$ cat src/rtl/riscv_pkg.sv
// Shared RISC-V core definitions used by the instruction-fetch front end.
package riscv_pkg;

    localparam int          INSTR_BYTES          = 4;
    localparam logic [31:0] DEFAULT_RESET_VECTOR = 32'h0000_0000;

    typedef enum logic [2:0] {
        REQ,
        WAIT,
        HOLD,
        DROP,
        FAULT
    } fetch_state_t;

    // A target is usable only if it lands on an instruction boundary.
    function automatic logic is_misaligned(input logic [1:0] low_bits);
        return low_bits != 2'b00;
    endfunction

endpackage

$ cat src/rtl/pc_fetch_if.sv
// Signal bundle between the fetch unit, instruction memory, decode and the
// branch-resolution path. The fetch unit sits on the master side.
interface pc_fetch_if #(
    parameter int WORD_SIZE = 32
) ();

    logic                 imem_req_valid;
    logic                 imem_req_ready;
    logic [WORD_SIZE-1:0] imem_addr;
    logic                 imem_resp_valid;
    logic [WORD_SIZE-1:0] imem_resp_data;
    logic                 inst_valid;
    logic                 inst_ready;
    logic [WORD_SIZE-1:0] inst_data;
    logic [WORD_SIZE-1:0] inst_pc;
    logic                 redirect_valid;
    logic [WORD_SIZE-1:0] redirect_target;
    logic                 fetch_fault;

    modport master (
        output imem_req_valid, imem_addr, inst_valid, inst_data, inst_pc, fetch_fault,
        input  imem_req_ready, imem_resp_valid, imem_resp_data, inst_ready,
               redirect_valid, redirect_target
    );

    modport slave (
        input  imem_req_valid, imem_addr, inst_valid, inst_data, inst_pc, fetch_fault,
        output imem_req_ready, imem_resp_valid, imem_resp_data, inst_ready,
               redirect_valid, redirect_target
    );

endinterface

$ cat src/rtl/pc_fetch.sv
// Instruction-fetch front end: owns the PC, keeps at most one memory request
// in flight, buffers one returned word for decode, and honours redirects from
// execute by squashing anything younger than the branch.
module pc_fetch
    import riscv_pkg::*;
#(
    parameter int                   WORD_SIZE    = 32,
    parameter logic [WORD_SIZE-1:0] RESET_VECTOR = WORD_SIZE'(DEFAULT_RESET_VECTOR)
) (
    input logic        clk,
    input logic        rst,
    pc_fetch_if.master bus
);

    fetch_state_t         state;
    logic [WORD_SIZE-1:0] pc;
    logic [WORD_SIZE-1:0] buf_data;
    logic [WORD_SIZE-1:0] buf_pc;
    logic                 fault_q;

    // A redirect in the same cycle suppresses both handshakes so nothing from
    // the wrong path is requested or handed to decode.
    assign bus.imem_req_valid = (state == REQ)  && !bus.redirect_valid && !rst;
    assign bus.inst_valid     = (state == HOLD) && !bus.redirect_valid && !rst;
    assign bus.imem_addr      = pc;
    assign bus.inst_data      = buf_data;
    assign bus.inst_pc        = buf_pc;
    assign bus.fetch_fault    = fault_q;

    // Fetch sequencing; redirects outrank every other event and FAULT is left only by reset.
    always_ff @(posedge clk) begin
        if (rst) begin
            state    <= REQ;
            pc       <= RESET_VECTOR;
            buf_data <= '0;
            buf_pc   <= '0;
            fault_q  <= 1'b0;
        end else if (state != FAULT) begin
            if (bus.redirect_valid) begin
                if (is_misaligned(bus.redirect_target[1:0])) begin
                    state   <= FAULT;
                    fault_q <= 1'b1;
                end else begin
                    pc <= bus.redirect_target;
                    case (state)
                        WAIT, DROP: state <= bus.imem_resp_valid ? REQ : DROP;
                        default:    state <= REQ;
                    endcase
                end
            end else begin
                case (state)
                    REQ: begin
                        if (bus.imem_req_ready) begin
                            state <= WAIT;
                        end
                    end
                    WAIT: begin
                        if (bus.imem_resp_valid) begin
                            buf_data <= bus.imem_resp_data;
                            buf_pc   <= pc;
                            pc       <= pc + WORD_SIZE'(INSTR_BYTES);
                            state    <= HOLD;
                        end
                    end
                    HOLD: begin
                        if (bus.inst_ready) begin
                            state <= REQ;
                        end
                    end
                    DROP: begin
                        if (bus.imem_resp_valid) begin
                            state <= REQ;
                        end
                    end
                    default: state <= state;
                endcase
            end
        end
    end

endmodule
$ cat src/flat_wrapper.sv
// flat-port wrapper written by rule: the top's interface ports become plain ports
module pc_fetch_flat import riscv_pkg::*;
#(
    parameter int                   WORD_SIZE    = 32,
    parameter logic [WORD_SIZE-1:0] RESET_VECTOR = WORD_SIZE'(DEFAULT_RESET_VECTOR)
)
  (clk, rst, bus_imem_req_valid, bus_imem_addr, bus_inst_valid, bus_inst_data, bus_inst_pc, bus_fetch_fault, bus_imem_req_ready, bus_imem_resp_valid, bus_imem_resp_data, bus_inst_ready, bus_redirect_valid, bus_redirect_target);
  pc_fetch_if #(.WORD_SIZE(WORD_SIZE)) bus_i ();
  input logic clk;
  input logic rst;
  output wire logic [$bits(bus_i.imem_req_valid)-1:0] bus_imem_req_valid;
  output wire logic [$bits(bus_i.imem_addr)-1:0] bus_imem_addr;
  output wire logic [$bits(bus_i.inst_valid)-1:0] bus_inst_valid;
  output wire logic [$bits(bus_i.inst_data)-1:0] bus_inst_data;
  output wire logic [$bits(bus_i.inst_pc)-1:0] bus_inst_pc;
  output wire logic [$bits(bus_i.fetch_fault)-1:0] bus_fetch_fault;
  input wire logic [$bits(bus_i.imem_req_ready)-1:0] bus_imem_req_ready;
  input wire logic [$bits(bus_i.imem_resp_valid)-1:0] bus_imem_resp_valid;
  input wire logic [$bits(bus_i.imem_resp_data)-1:0] bus_imem_resp_data;
  input wire logic [$bits(bus_i.inst_ready)-1:0] bus_inst_ready;
  input wire logic [$bits(bus_i.redirect_valid)-1:0] bus_redirect_valid;
  input wire logic [$bits(bus_i.redirect_target)-1:0] bus_redirect_target;
  assign bus_imem_req_valid = bus_i.imem_req_valid;
  assign bus_imem_addr = bus_i.imem_addr;
  assign bus_inst_valid = bus_i.inst_valid;
  assign bus_inst_data = bus_i.inst_data;
  assign bus_inst_pc = bus_i.inst_pc;
  assign bus_fetch_fault = bus_i.fetch_fault;
  assign bus_i.imem_req_ready = bus_imem_req_ready;
  assign bus_i.imem_resp_valid = bus_imem_resp_valid;
  assign bus_i.imem_resp_data = bus_imem_resp_data;
  assign bus_i.inst_ready = bus_inst_ready;
  assign bus_i.redirect_valid = bus_redirect_valid;
  assign bus_i.redirect_target = bus_redirect_target;
  pc_fetch #(.WORD_SIZE(WORD_SIZE), .RESET_VECTOR(RESET_VECTOR)) u_core (.clk(clk), .rst(rst), .bus(bus_i));
endmodule
$ cat config.mk
export PLATFORM = sky130hd
export DESIGN_NAME = pc_fetch_flat
export DESIGN_NICKNAME = d
export VERILOG_FILES = /design/src/rtl/riscv_pkg.sv /design/src/rtl/pc_fetch_if.sv /design/src/rtl/pc_fetch.sv /design/src/flat_wrapper.sv
export SDC_FILE = /design/constraint.sdc
export NUM_CORES = 1
export LEC_CHECK = 0
export CELL_PAD_IN_SITES_DETAIL_PLACEMENT = 0
export CELL_PAD_IN_SITES_GLOBAL_PLACEMENT = 1
export CORE_ASPECT_RATIO = 0.7
export CORE_UTILIZATION = 34
export CTS_CLUSTER_SIZE = 30
export DETAILED_ROUTE_END_ITERATION = 10
export PLACE_DENSITY = 0.85
export SETUP_SLACK_MARGIN = 0.02
export SLEW_MARGIN = 10
export SYNTH_ARGS = -nofsm -noshare
export SYNTH_HDL_FRONTEND = slang
export SYNTH_SLANG_ARGS = --single-unit
$ cat constraint.sdc
create_clock -name clk -period 3.9 [get_ports clk]
set_input_delay 0.78 -clock clk [delete_from_list [all_inputs] [get_ports clk]]
set_output_delay 0.78 -clock clk [all_outputs]
set_load 0.1 [all_outputs]
; ---- Word-level counts from Yosys, hierarchy flattened
; Cells that the tools add are included.
[totals]
ram_bits = 0
input_bits = 70
mem_count = 0
latchBits = 0
regBits = 100
romBits = 0
[op_classes]
n_eq_ne = 9
magnitude_cmp = 0
n_shift = 0
bitwise = 1
mux = 13
n_mul = 0
n_reduce_logical = 16
div_mod_pow = 0
n_addsub = 1
[op_table]
columns = cell, count
row1 = $mux 32, 4
row2 = $add 32x3->32 const B, 1
row3 = $mux 3, 7
row4 = $ne 3x3->1 const B, 5
row5 = $pmux 3 s4, 1
row6 = $reduce_and 4->1, 2
row7 = $eq 3x2->1 const B, 2
row8 = $reduce_and 6->1, 1
row9 = $reduce_bool 2->1, 3
row10 = $reduce_bool 5->1, 1
row11 = $logic_and 1x1->1, 4
row12 = $eq 3x1->1 const B, 1
row13 = $logic_not 3->1, 1
row14 = $reduce_and 3->1, 1
row15 = $logic_not 1->1, 2
row16 = $mux 2, 1
row17 = $ne 2x2->1 const B, 1
row18 = $reduce_or 2->1, 1
row19 = $not 1->1, 1

; ---- Longest topological paths before layout
; Gate-level depths: netlist (run 1).
[depth]
ltp_word = 5
mapped_depth = 8
depth_no_buf = 6

; ---- Worst setup path after synthesis (run 1)
; OpenSTA, ideal clock, no wires.
[synth_timing]
path_kind = input to output
start = input port bus_redirect_valid
end = output port bus_inst_valid
t_arrival_ps = 4199
path_slack_ps = -1079
stages = 2
t_required_ps = 3120
cell_sequence = or2_2 nor4b_1
[synth_between]
elab_chain_cells = 3
[synth_rtl]
columns = item, line_no
row1 = start: declaration, flat_wrapper.sv:21  ; input wire logic [$bits(bus_i.redirect_valid)-1:0] bus_redirect_valid;
row2 = $logic_not 1->1, pc_fetch.sv:24  ; assign bus.inst_valid = (state == HOLD) && !bus.redirect_valid && !rst;
row3 = $logic_and 1x1->1 (2 in series), pc_fetch.sv:24
row4 = end: declaration, flat_wrapper.sv:13  ; output wire logic [$bits(bus_i.inst_valid)-1:0] bus_inst_valid;
; No other way between the ends.

; ---- Worst setup path after layout (run 1)
[layout_timing]
start = register u_core.pc[6], in the netlist u_core.bus.imem_addr[6]
end = output port bus_imem_addr[6]
[layout_lines]
columns = item, line_no
row1 = start: declaration, pc_fetch.sv:16  ; logic [WORD_SIZE-1:0] pc;
row2 = start signal: assignment, pc_fetch.sv:44  ; pc <= bus.redirect_target;
row3 = start signal: assignment, pc_fetch.sv:61  ; pc <= pc + WORD_SIZE'(INSTR_BYTES);
row4 = end: declaration, flat_wrapper.sv:12  ; output wire logic [$bits(bus_i.imem_addr)-1:0] bus_imem_addr;
; No word-level cell between the ends.

==> metrics.md, run 1 <==
| Metric | Value |
|---|---|
| R2R cell count | `6` |
| Vias in the first global route | `4333` |
| Final Slew Violations | `0` |
| Setup ws final | `1.00 ns` |
| Total CTS buffers | `9` |
| Reg clk slew, reported paths | `0.07 ns` |
| Starting Density | `35.0%` |
| Hold Path Class | `flop to flop` |
| Core area | `0.0132 sq mm` |
| Slew Limit Headroom | `27.4%` |
| 1st-iter DRT viols | `276` |
| Reg-to-Reg Start | `u_core.bus.imem_addr[2]$_SDFFE_PP0P_` |
| PortBufs | `168` |
| Clock root buffer | `clkbuf_16` |
| Setup crit end kind | `output pin` |
| CP Class | `flop to output pin` |
| HPWL Detailed | `9770 microns` |
| Crit path DAT | `2.12 ns` |
| Ports | `169` |
| Final setup viols | `0` |
| Hold path depth | `2` |
| Outcome | `completed` |
| Die X | `142 microns` |
| Post-synthesis average cell area | `7.76 sq um` |
| Cell family with most CP delay | `buffers and inverters` |
| DRT Pass-1 Iters | `5` |
| Final hold slack | `0.454 ns` |
| HP Start | `u_core.bus.inst_pc[26]$_SDFFE_PP0P_` |
| Max Root-Sink Buffers | `2` |
| Critical Path, Cell by Cell | `clkdlybuf4s50_1` |
| Synth top area share | `43.2%` |
| Avg Vias per Cell | `5.15` |
| Total GRT Usage | `20.1%` |
| Count of cell types in the netlist | `58` |
| Post-cts resize count | `0` |
| Fill count | `1255` |
| Global route overflow | `0` |
| Row count | `35` |
| Routed WL per cell | `15.3 microns` |
| Top cells by count, synth | `nand2_1, dfxtp_1, a21oi_1` |
| Gate Count Post-Synth | `597` |
| Pwr dens | `359 mW/mm^2` |
| CTS Sinks | `100` |
| Synthesized area | `0.00463 sq mm` |
| Share of cells above drive strength 1 | `6.20%` |
| # nets final | `808` |
| Min Tclk post-route | `2.90 ns` |
| Synth area leader | `dfxtp_1` |
| Leakage | `0.00220 uW` |
| Die area | `0.0141 sq mm` |
| Peak Freq | `0.345 GHz` |
| Clock Skews | `0.00902 ns` |
| WP data required | `3.12 ns` |
| First-pass GRT wire length | `22400 microns` |
| Leading post-synthesis cells by cell area | `dfxtp_1, nand2_1, a21oi_1` |
| Finished Core Util | `50.4%` |
| Post-CTS setup buffers | `0` |
| Via count | `4773` |
| DRT antenna net count | `0` |
| Cell with the most instances after synthesis | `nand2_1` |
| CP bufs+invs | `1` |
| Mapped Nets | `668` |
| Post-synth EDFFs | `0` |
| Cts-stage hold buffer count | `0` |
| Die H | `99.7 microns` |
| Met2 Use GR | `29.6%` |
| Share of flip-flops with an asynchronous set or reset | `0%` |
| Reg-to-Reg End | `u_core.bus.imem_addr[26]$_SDFFE_PP0P_` |
| Number of max-cap violations | `0` |
| Setup slack, reg-to-reg | `1.66 ns` |
| CTS tree | `yes` |
| Routability cong. | `0.833` |
| Ant diodes | `0` |
| Hold Vio Cnt, Final | `0` |
| TNS Setup | `0 ns` |
| Largest stage delay, worst path | `1.21 ns` |
| DRC violations left | `0` |
| Ratio of final minimum period to clock period | `74.2%` |
| Sequential-to-total area share from yosys stat | `43.2%` |
| H-Tree Depth | `3` |
| IR drop worst, VDD | `234 uV` |
| Setup crit start kind | `flop` |
| RSZ-0062 raised after global routing | `no` |
| Layout area overhead | `44.0%` |
| Slew @ Worst Pin | `1.09 ns` |
| Most used DFF post-synth | `dfxtp_1` |
| Final WL | `14200 microns` |
| Met1 Resource Use GR | `28.9%` |
| GR Util met3 | `4.62%` |
| Max FO, Critical Path | `10` |
| Hold Path Sink | `u_core.bus.inst_pc[26]$_SDFFE_PP0P_` |
| Initial antenna violation count | `0` |
| Synth warnings | `0` |
| Clk_lat worst skew | `0.35 ns` |
| GRT busiest layer | `met2` |
| Slowest CP cell | `clkdlybuf4s50_1` |
| Largest net degree at the start of global routing | `101` |
| Synthesized flop and latch total | `100` |
| Setup Slack @ Placement | `0.831 ns` |
cell type report:
cell class	count	area [sq um]	area share [%]
well taps	185	231	3.47
repair buffers	177	1750	26.2
inverters	5	18.8	0.281
clock buffers	9	225	3.38
clock inverters	7	76.3	1.14
flip-flops and latches	100	2000	30.0
multi-input cells	444	2370	35.5
state kept, by name, summed over array words and instances, names as in the netlist:
signal / flops
u_core.bus.imem_addr: 32
u_core.state: 3
u_core.bus.inst_data: 32
u_core.bus.inst_pc: 32
u_core.bus.fetch_fault: 1
worst max path at each step:
stage                                    startpoint                               endpoint  cells past startpoint
2_1_floorplan                    bus_redirect_valid                         bus_inst_valid                      2
3_3_place_gp                    bus_imem_resp_valid  u_core.bus.imem_addr[16]$_SDFFE_PP0P_                      6
3_5_place_dp                    bus_imem_resp_valid  u_core.bus.inst_data[12]$_SDFFE_PP0P_                      6
4_1_cts        u_core.bus.imem_addr[6]$_SDFFE_PP0P_                       bus_imem_addr[6]                      1
5_1_grt        u_core.bus.imem_addr[6]$_SDFFE_PP0P_                       bus_imem_addr[6]                      1
6_report       u_core.bus.imem_addr[6]$_SDFFE_PP0P_                       bus_imem_addr[6]                      1
layer usage:
metal	vias to the layer above	wire, microns
li1	2365	-
met1	2217	7000
met2	178	6160
met3	13	923
met4	0	139
met5	-	0
per-stage QoR:
stage,cells,total power (uW),instance area (sq um)
final,927,2390,6670
after global routing,927,2490,6670
after CTS,927,2410,6670
after detailed placement,911,1510,6370
after global placement,911,1500,6370
after floorplan,597,1370,4650
placed cells by master, fill, tap and decap left out, types with 2 or more instances in the layout:
master,synthesis,layout
clkdlybuf4s50_1,0,164
nand2_1,155,155
dfxtp_1,100,100
a21oi_1,85,85
nor2_1,39,39
nand3_1,17,16
nand4_1,11,11
o21ai_1,11,11
nor3_1,11,11
buf_4,2,11
a31oi_1,10,10
clkbuf_16,0,9
nor2b_1,6,6
nand2b_1,6,6
a211oi_1,6,6
and3_1,6,5
inv_1,5,5
o31ai_1,5,5
mux2i_1,5,5
o22ai_1,5,5
a22o_1,5,5
and2_1,4,4
nor4_1,5,4
nand3b_1,4,4
o21bai_1,4,4
o211ai_1,3,3
a311oi_1,3,3
a21o_1,3,3
nor4_2,1,2
and3_2,1,2
and4_1,2,2
nor4_4,2,2
or4_1,2,2
o31a_1,2,2
a22oi_1,2,2
o21ai_0,2,2
o41ai_1,2,2
clkinv_4,0,2
clkinvlp_4,0,2
cells by family after synthesis:
family	count (synthesis)	synth area share, %
adder cells (fa/ha/maj)	1	0.270
multiplexers	5	1.08
AO/OA/AOI/OAI	155	20.1
flip-flops	100	43.2
AND/OR/NAND/NOR	283	29.1
buffers and inverters	53	6.24
report_power, final:
group | internal [uW] | switching [uW] | leakage (uW)
logic | 140 | 267 | 0.00125
clock network | 501 | 410 | 0.000142
registers | 1040 | 34.3 | 0.000808
No activity file was read; power rests on OpenSTA's default activity.
==> run 2, diff against run 1 <==
CORE_UTILIZATION = 32   (was 34)
PLACE_DENSITY = 0.81   (was 0.85)
clock period = 2.9 ns   (was 3.9 ns; I/O delays follow)
==> run 2 against run 1 <==
  * Cell area down 2.1%
  * Sequential power grew 34%
  * Critical path type is now input port to output pin
  * Global-route usage down 0.42 points
==> metrics.md, run 2 (same netlist as run 1, synthesis figures left out) <==
| Metric | Value |
|---|---|
| Die X | `146 microns` |
| Total CTS buffers | `9` |
| Initial antenna violation count | `0` |
| Largest stage delay, worst path | `0.43 ns` |
| First-pass GRT wire length | `23200 microns` |
| Clock power frac | `40.2%` |
| Most common cell after layout, fill and taps aside | `nand2_1` |
| Setup crit start kind | `input port` |
| CTS tree | `yes` |
| Hold Vio Cnt, Final | `0` |
| Hold Path Class | `flop to flop` |
| CP Class | `input port to output pin` |
| Sw power | `963 uW` |
| Row count | `36` |
| Largest net degree at the start of global routing | `72` |
| CP endpoint | `bus_inst_valid` |
| RSZ-0062 raised after global routing | `no` |
| Slew Limit Headroom | `46.9%` |
| Max FO, Critical Path | `23` |
| H-Tree Depth | `3` |
| Ant diodes | `0` |
| Setup slack, reg-to-reg | `0.77 ns` |
| Vias in the first global route | `4430` |
| Clock root buffer | `clkbuf_16` |
| Setup crit end kind | `output pin` |
| Min Tclk post-route | `2.36 ns` |
| Total GRT Usage | `19.7%` |
| Starting Density | `33.1%` |
| Core area | `0.0140 sq mm` |
| Seq pwr share | `43.4%` |
| Layout area overhead | `41.0%` |
| DRT Pass-1 Iters | `5` |
| Die area | `0.0150 sq mm` |
| IR drop worst, VDD | `289 uV` |
| Reg-to-Reg Start | `u_core.state[0]$_SDFFE_PP0P_` |
| Ports | `169` |
| CTS Sinks | `100` |
| Clk_lat worst skew | `0.35 ns` |
| PortBufs | `168` |
| Number of max-cap violations | `0` |
| Via count | `4790` |
| Combinational power share | `16.4%` |
| Peak Freq | `0.425 GHz` |
| Post-cts resize count | `0` |
| Routability cong. | `0.825` |
| HPWL Detailed | `10500 microns` |
| 1st-iter DRT viols | `304` |
| DRC violations left | `0` |
| Most frequent cells in the layout | `nand2_1, buf_4, dfxtp_1` |
| Reg clk slew, reported paths | `0.07 ns` |
| R2R cell count | `5` |
| Final Slew Violations | `0` |
| Crit path DAT | `1.78 ns` |
| Finished Core Util | `46.6%` |
| Pwr dens | `511 mW/mm^2` |
| Setup Slack @ Placement | `0.326 ns` |
| Routed WL per cell | `15.7 microns` |
| Die H | `103 microns` |
| # nets final | `813` |
| Final hold slack | `0.453 ns` |
| Leakage | `0.00244 uW` |
| Final WL | `14700 microns` |
| Outcome | `completed` |
| Slowest CP cell | `or2_2` |
| Max Root-Sink Buffers | `2` |
| Slew @ Worst Pin | `0.796 ns` |
| DRT antenna net count | `0` |
| Post-CTS setup buffers | `0` |
| Switching Fraction | `28.9%` |
| Setup ws final | `0.545 ns` |
| Clock Skews | `0.00751 ns` |
| Final setup viols | `0` |
| Cts-stage hold buffer count | `0` |
| Critical Path, Cell by Cell | `buf_2, or2_2, nor4b_4, buf_12` |
| Avg Vias per Cell | `5.11` |
| Global route overflow | `0` |
| Worst setup path start | `bus_redirect_valid` |
| WP data required | `2.32 ns` |
| Share of cells above drive strength 1 | `19.8%` |
| Pint | `2380 uW` |
| Ratio of final minimum period to clock period | `81.2%` |
| Reg-to-Reg End | `u_core.bus.imem_addr[16]$_SDFFE_PP0P_` |
| TNS Setup | `0 ns` |
==> run 2: critical path, delay by kind of cell <==
| kind | cells | cell delay [ns] |
|---|---|---|
| buf+inv | 2 | 0.45 |
| simple gates | 2 | 0.74 |
==> run 2: worst min-delay path by stage <==
stage	cells after the start	from	end	slack, ns
global route	2	u_core.bus.inst_data[22]$_SDFFE_PP0P_	u_core.bus.inst_data[22]$_SDFFE_PP0P_	0.48
CTS	2	u_core.bus.inst_data[22]$_SDFFE_PP0P_	u_core.bus.inst_data[22]$_SDFFE_PP0P_	0.46
global placement	2	u_core.bus.fetch_fault$_SDFFE_PP0P_	u_core.bus.fetch_fault$_SDFFE_PP0P_	0.44
detailed placement	2	u_core.bus.fetch_fault$_SDFFE_PP0P_	u_core.bus.fetch_fault$_SDFFE_PP0P_	0.44
finish	2	u_core.bus.fetch_fault$_SDFFE_PP0P_	u_core.bus.fetch_fault$_SDFFE_PP0P_	0.45
floorplan	3	u_core.state[2]$_SDFFE_PP0P_	u_core.state[2]$_SDFFE_PP0P_	0.59
==> run 2: metrics by stage <==
stage / instance area, sq um / power [uW] / std cells
after floorplan: 4660 / 1840 / 597
after global placement: 6200 / 2020 / 921
after detailed placement: 6200 / 2030 / 921
after CTS: 6530 / 3370 / 937
after global routing: 6530 / 3470 / 937
final: 6530 / 3340 / 937
==> run 2: per-layer routing <==
layer	part of all wire (%)	wire, microns	vias to the layer above	track usage [%]
li1	-	-	2377	-
met1	49	7140	2258	27.0
met2	44	6450	151	29.8
met3	7.2	1060	4	6.59
met4	0.38	56	0	4.62
met5	0	0	-	0
==> run 2: power groups by stage <==
stage          clock [uW]  sequential (uW)  combinational [uW]
2_1_floorplan           0             1650                 189
3_3_place_gp            0             1480                 543
3_5_place_dp            0             1480                 547
4_1_cts              1380             1450                 548
5_1_grt              1440             1460                 579
6_report             1340             1450                 547
==> run 2: cell type report <==
class | count | area [sq um]
inverter | 5 | 18.8
timing repair buffer | 182 | 1560
clock inverter | 6 | 93.8
multi-input combinational | 444 | 2390
fill | 1387 | 7470
sequential | 100 | 2000
tap | 190 | 238
clock buffer | 10 | 239
==> run 3, diff against run 2 <==
clock period = 2.3 ns   (was 2.9 ns; I/O delays follow)
==> run 3 against run 2 <==
  * Combinational power is 33% higher
  * Cell area increased by 2.3%
  * Via count is 1.0% lower
  * Critical path type unchanged
  * Clock skew shrank 0.00058 ns
  * Sequential share of layout area fell by 0.30 points
  * Largest power group unchanged
  * Critical endpoint unchanged
  * Routed wire length increased by 0.10%
==> metrics.md, run 3 (same netlist as run 1, synthesis figures left out) <==
| Metric | Value |
|---|---|
| Outcome | `completed` |
| Peak Freq | `0.493 GHz` |
| Routed WL per cell | `15.5 microns` |
| Vias in the first global route | `4467` |
| Setup crit start kind | `input port` |
| Ant diodes | `0` |
| Hold path depth | `2` |
| Worst setup path start | `bus_redirect_valid` |
| WP data required | `1.84 ns` |
| Die H | `103 microns` |
| Die X | `146 microns` |
| Hold Vio Cnt, Final | `0` |
| Slew @ Worst Pin | `0.783 ns` |
| Max Root-Sink Buffers | `2` |
| Avg Vias per Cell | `5.00` |
| Setup crit end kind | `output pin` |
| Hold Path Class | `input port to flop` |
| Tot Pwr | `4110 uW` |
| TNS Setup | `0 ns` |
| DRT Pass-1 Iters | `5` |
| CTS tree | `yes` |
| CTS Sinks | `100` |
| Max FO, Critical Path | `12` |
| HP Start | `rst` |
| Largest net degree at the start of global routing | `76` |
| HPWL Detailed | `10500 microns` |
| Number of max-cap violations | `0` |
| Ratio of final minimum period to clock period | `88.2%` |
| # nets final | `824` |
| Core area | `0.0140 sq mm` |
| DRT antenna net count | `0` |
| FF/Latch Area | `0.00203 sq mm` |
| DRC violations left | `0` |
| Via count | `4741` |
| Most frequent cells in the layout | `nand2_1, buf_4, a21oi_1` |
| Leakage | `0.00251 uW` |
| 1st-iter DRT viols | `365` |
| Clock Skews | `0.00693 ns` |
| Fill count | `1386` |
| RSZ-0062 raised after global routing | `no` |
| First-pass GRT wire length | `23400 microns` |
| Cts-stage hold buffer count | `0` |
| CP Class | `input port to output pin` |
| Row count | `36` |
| Final setup viols | `0` |
| Initial antenna violation count | `0` |
| Reg-to-Reg Start | `u_core.bus.imem_addr[4]$_SDFFE_PP0P_` |
| Routability cong. | `0.834` |
| IR drop worst, VDD | `415 uV` |
| Multi-input logic area | `0.00239 sq mm` |
| Total GRT Usage | `19.6%` |
| Pwr dens | `616 mW/mm^2` |
| Crit path DAT | `1.57 ns` |
| PortBufs | `168` |
| Global route overflow | `0` |
| Starting Density | `33.1%` |
| Ports | `169` |
| H-Tree Depth | `3` |
| Layout area overhead | `44.2%` |
| Clk_lat worst skew | `0.35 ns` |
| Slew Limit Headroom | `47.8%` |
| Final Slew Violations | `0` |
| Die area | `0.0150 sq mm` |
| Post-CTS setup buffers | `0` |
| Most common cell after layout, fill and taps aside | `nand2_1` |
| Share of cells above drive strength 1 | `23.1%` |
| Final WL | `14700 microns` |
| Post-cts resize count | `0` |
| Reg clk slew, reported paths | `0.07 ns` |
| Total CTS buffers | `9` |
| Clock root buffer | `clkbuf_16` |
| R2R cell count | `5` |
| Min Tclk post-route | `2.03 ns` |
run 3: cell types whose count changed in the layout (fill, tap and decap cells not counted), moves of 2 or more:
| cell | change |
|---|---|
| dfxtp_4 | +2 |
| dfxtp_2 | +14 |
| dfxtp_1 | -16 |
| buf_4 | +6 |
| buf_12 | +5 |
run 3: layout make-up:
cell class | count | area share, %
flip-flops and latches | 100 | 30.3
multi-input cells | 444 | 35.7
inverters | 5 | 0.281
clock buffers | 10 | 3.58
repair buffers | 193 | 25.5
clock inverters | 6 | 1.07
well taps | 190 | 3.56
run 3: layer usage:
layer / share of wire [%] / routed length (microns) / GRT usage, %
met5: 0 / 0 / 0
met4: 0.60 / 89 / 5.10
met3: 6.7 / 979 / 5.27
met2: 45 / 6560 / 30.1
met1: 48 / 7090 / 27.2
run 3: report_power, final:
group	switching, uW	leakage, uW	internal [uW]
clock	689	0.000145	881
sequential	47.9	0.000816	1770
combinational	473	0.00155	252
total	1210	0.00251	2900
run 3: path summary, 6_finish.rpt:
check | slack [ns] | to
max | 0.27 | bus_inst_valid
min | 0.38 | u_core.bus.inst_data[21]$_SDFFE_PP0P_
max reg2reg | 0.30 | u_core.bus.imem_addr[31]$_SDFFE_PP0P_
min reg2reg | 0.46 | u_core.bus.inst_pc[14]$_SDFFE_PP0P_
run 3: critical path, stage by stage:
cell	delay (ns)
buf_2	0.18
or2_2	0.40
nor4b_4	0.30
buf_12	0.22
run 3: through the flow:
stage | utilization (%) | setup WS, ns | cells | area, sq um | hold WS, ns
6_report | 47.7 | 0.272 | 948 | 6680 | 0.378
5_1_grt | 47.7 | 0.225 | 948 | 6680 | 0.386
4_1_cts | 47.7 | 0.268 | 948 | 6680 | 0.364
3_5_place_dp | 45.5 | -0.00752 | 932 | 6370 | 0.446
3_3_place_gp | 45.5 | -0.0123 | 932 | 6370 | 0.438
2_1_floorplan | - | -0.0261 | 597 | 4690 | 0.589
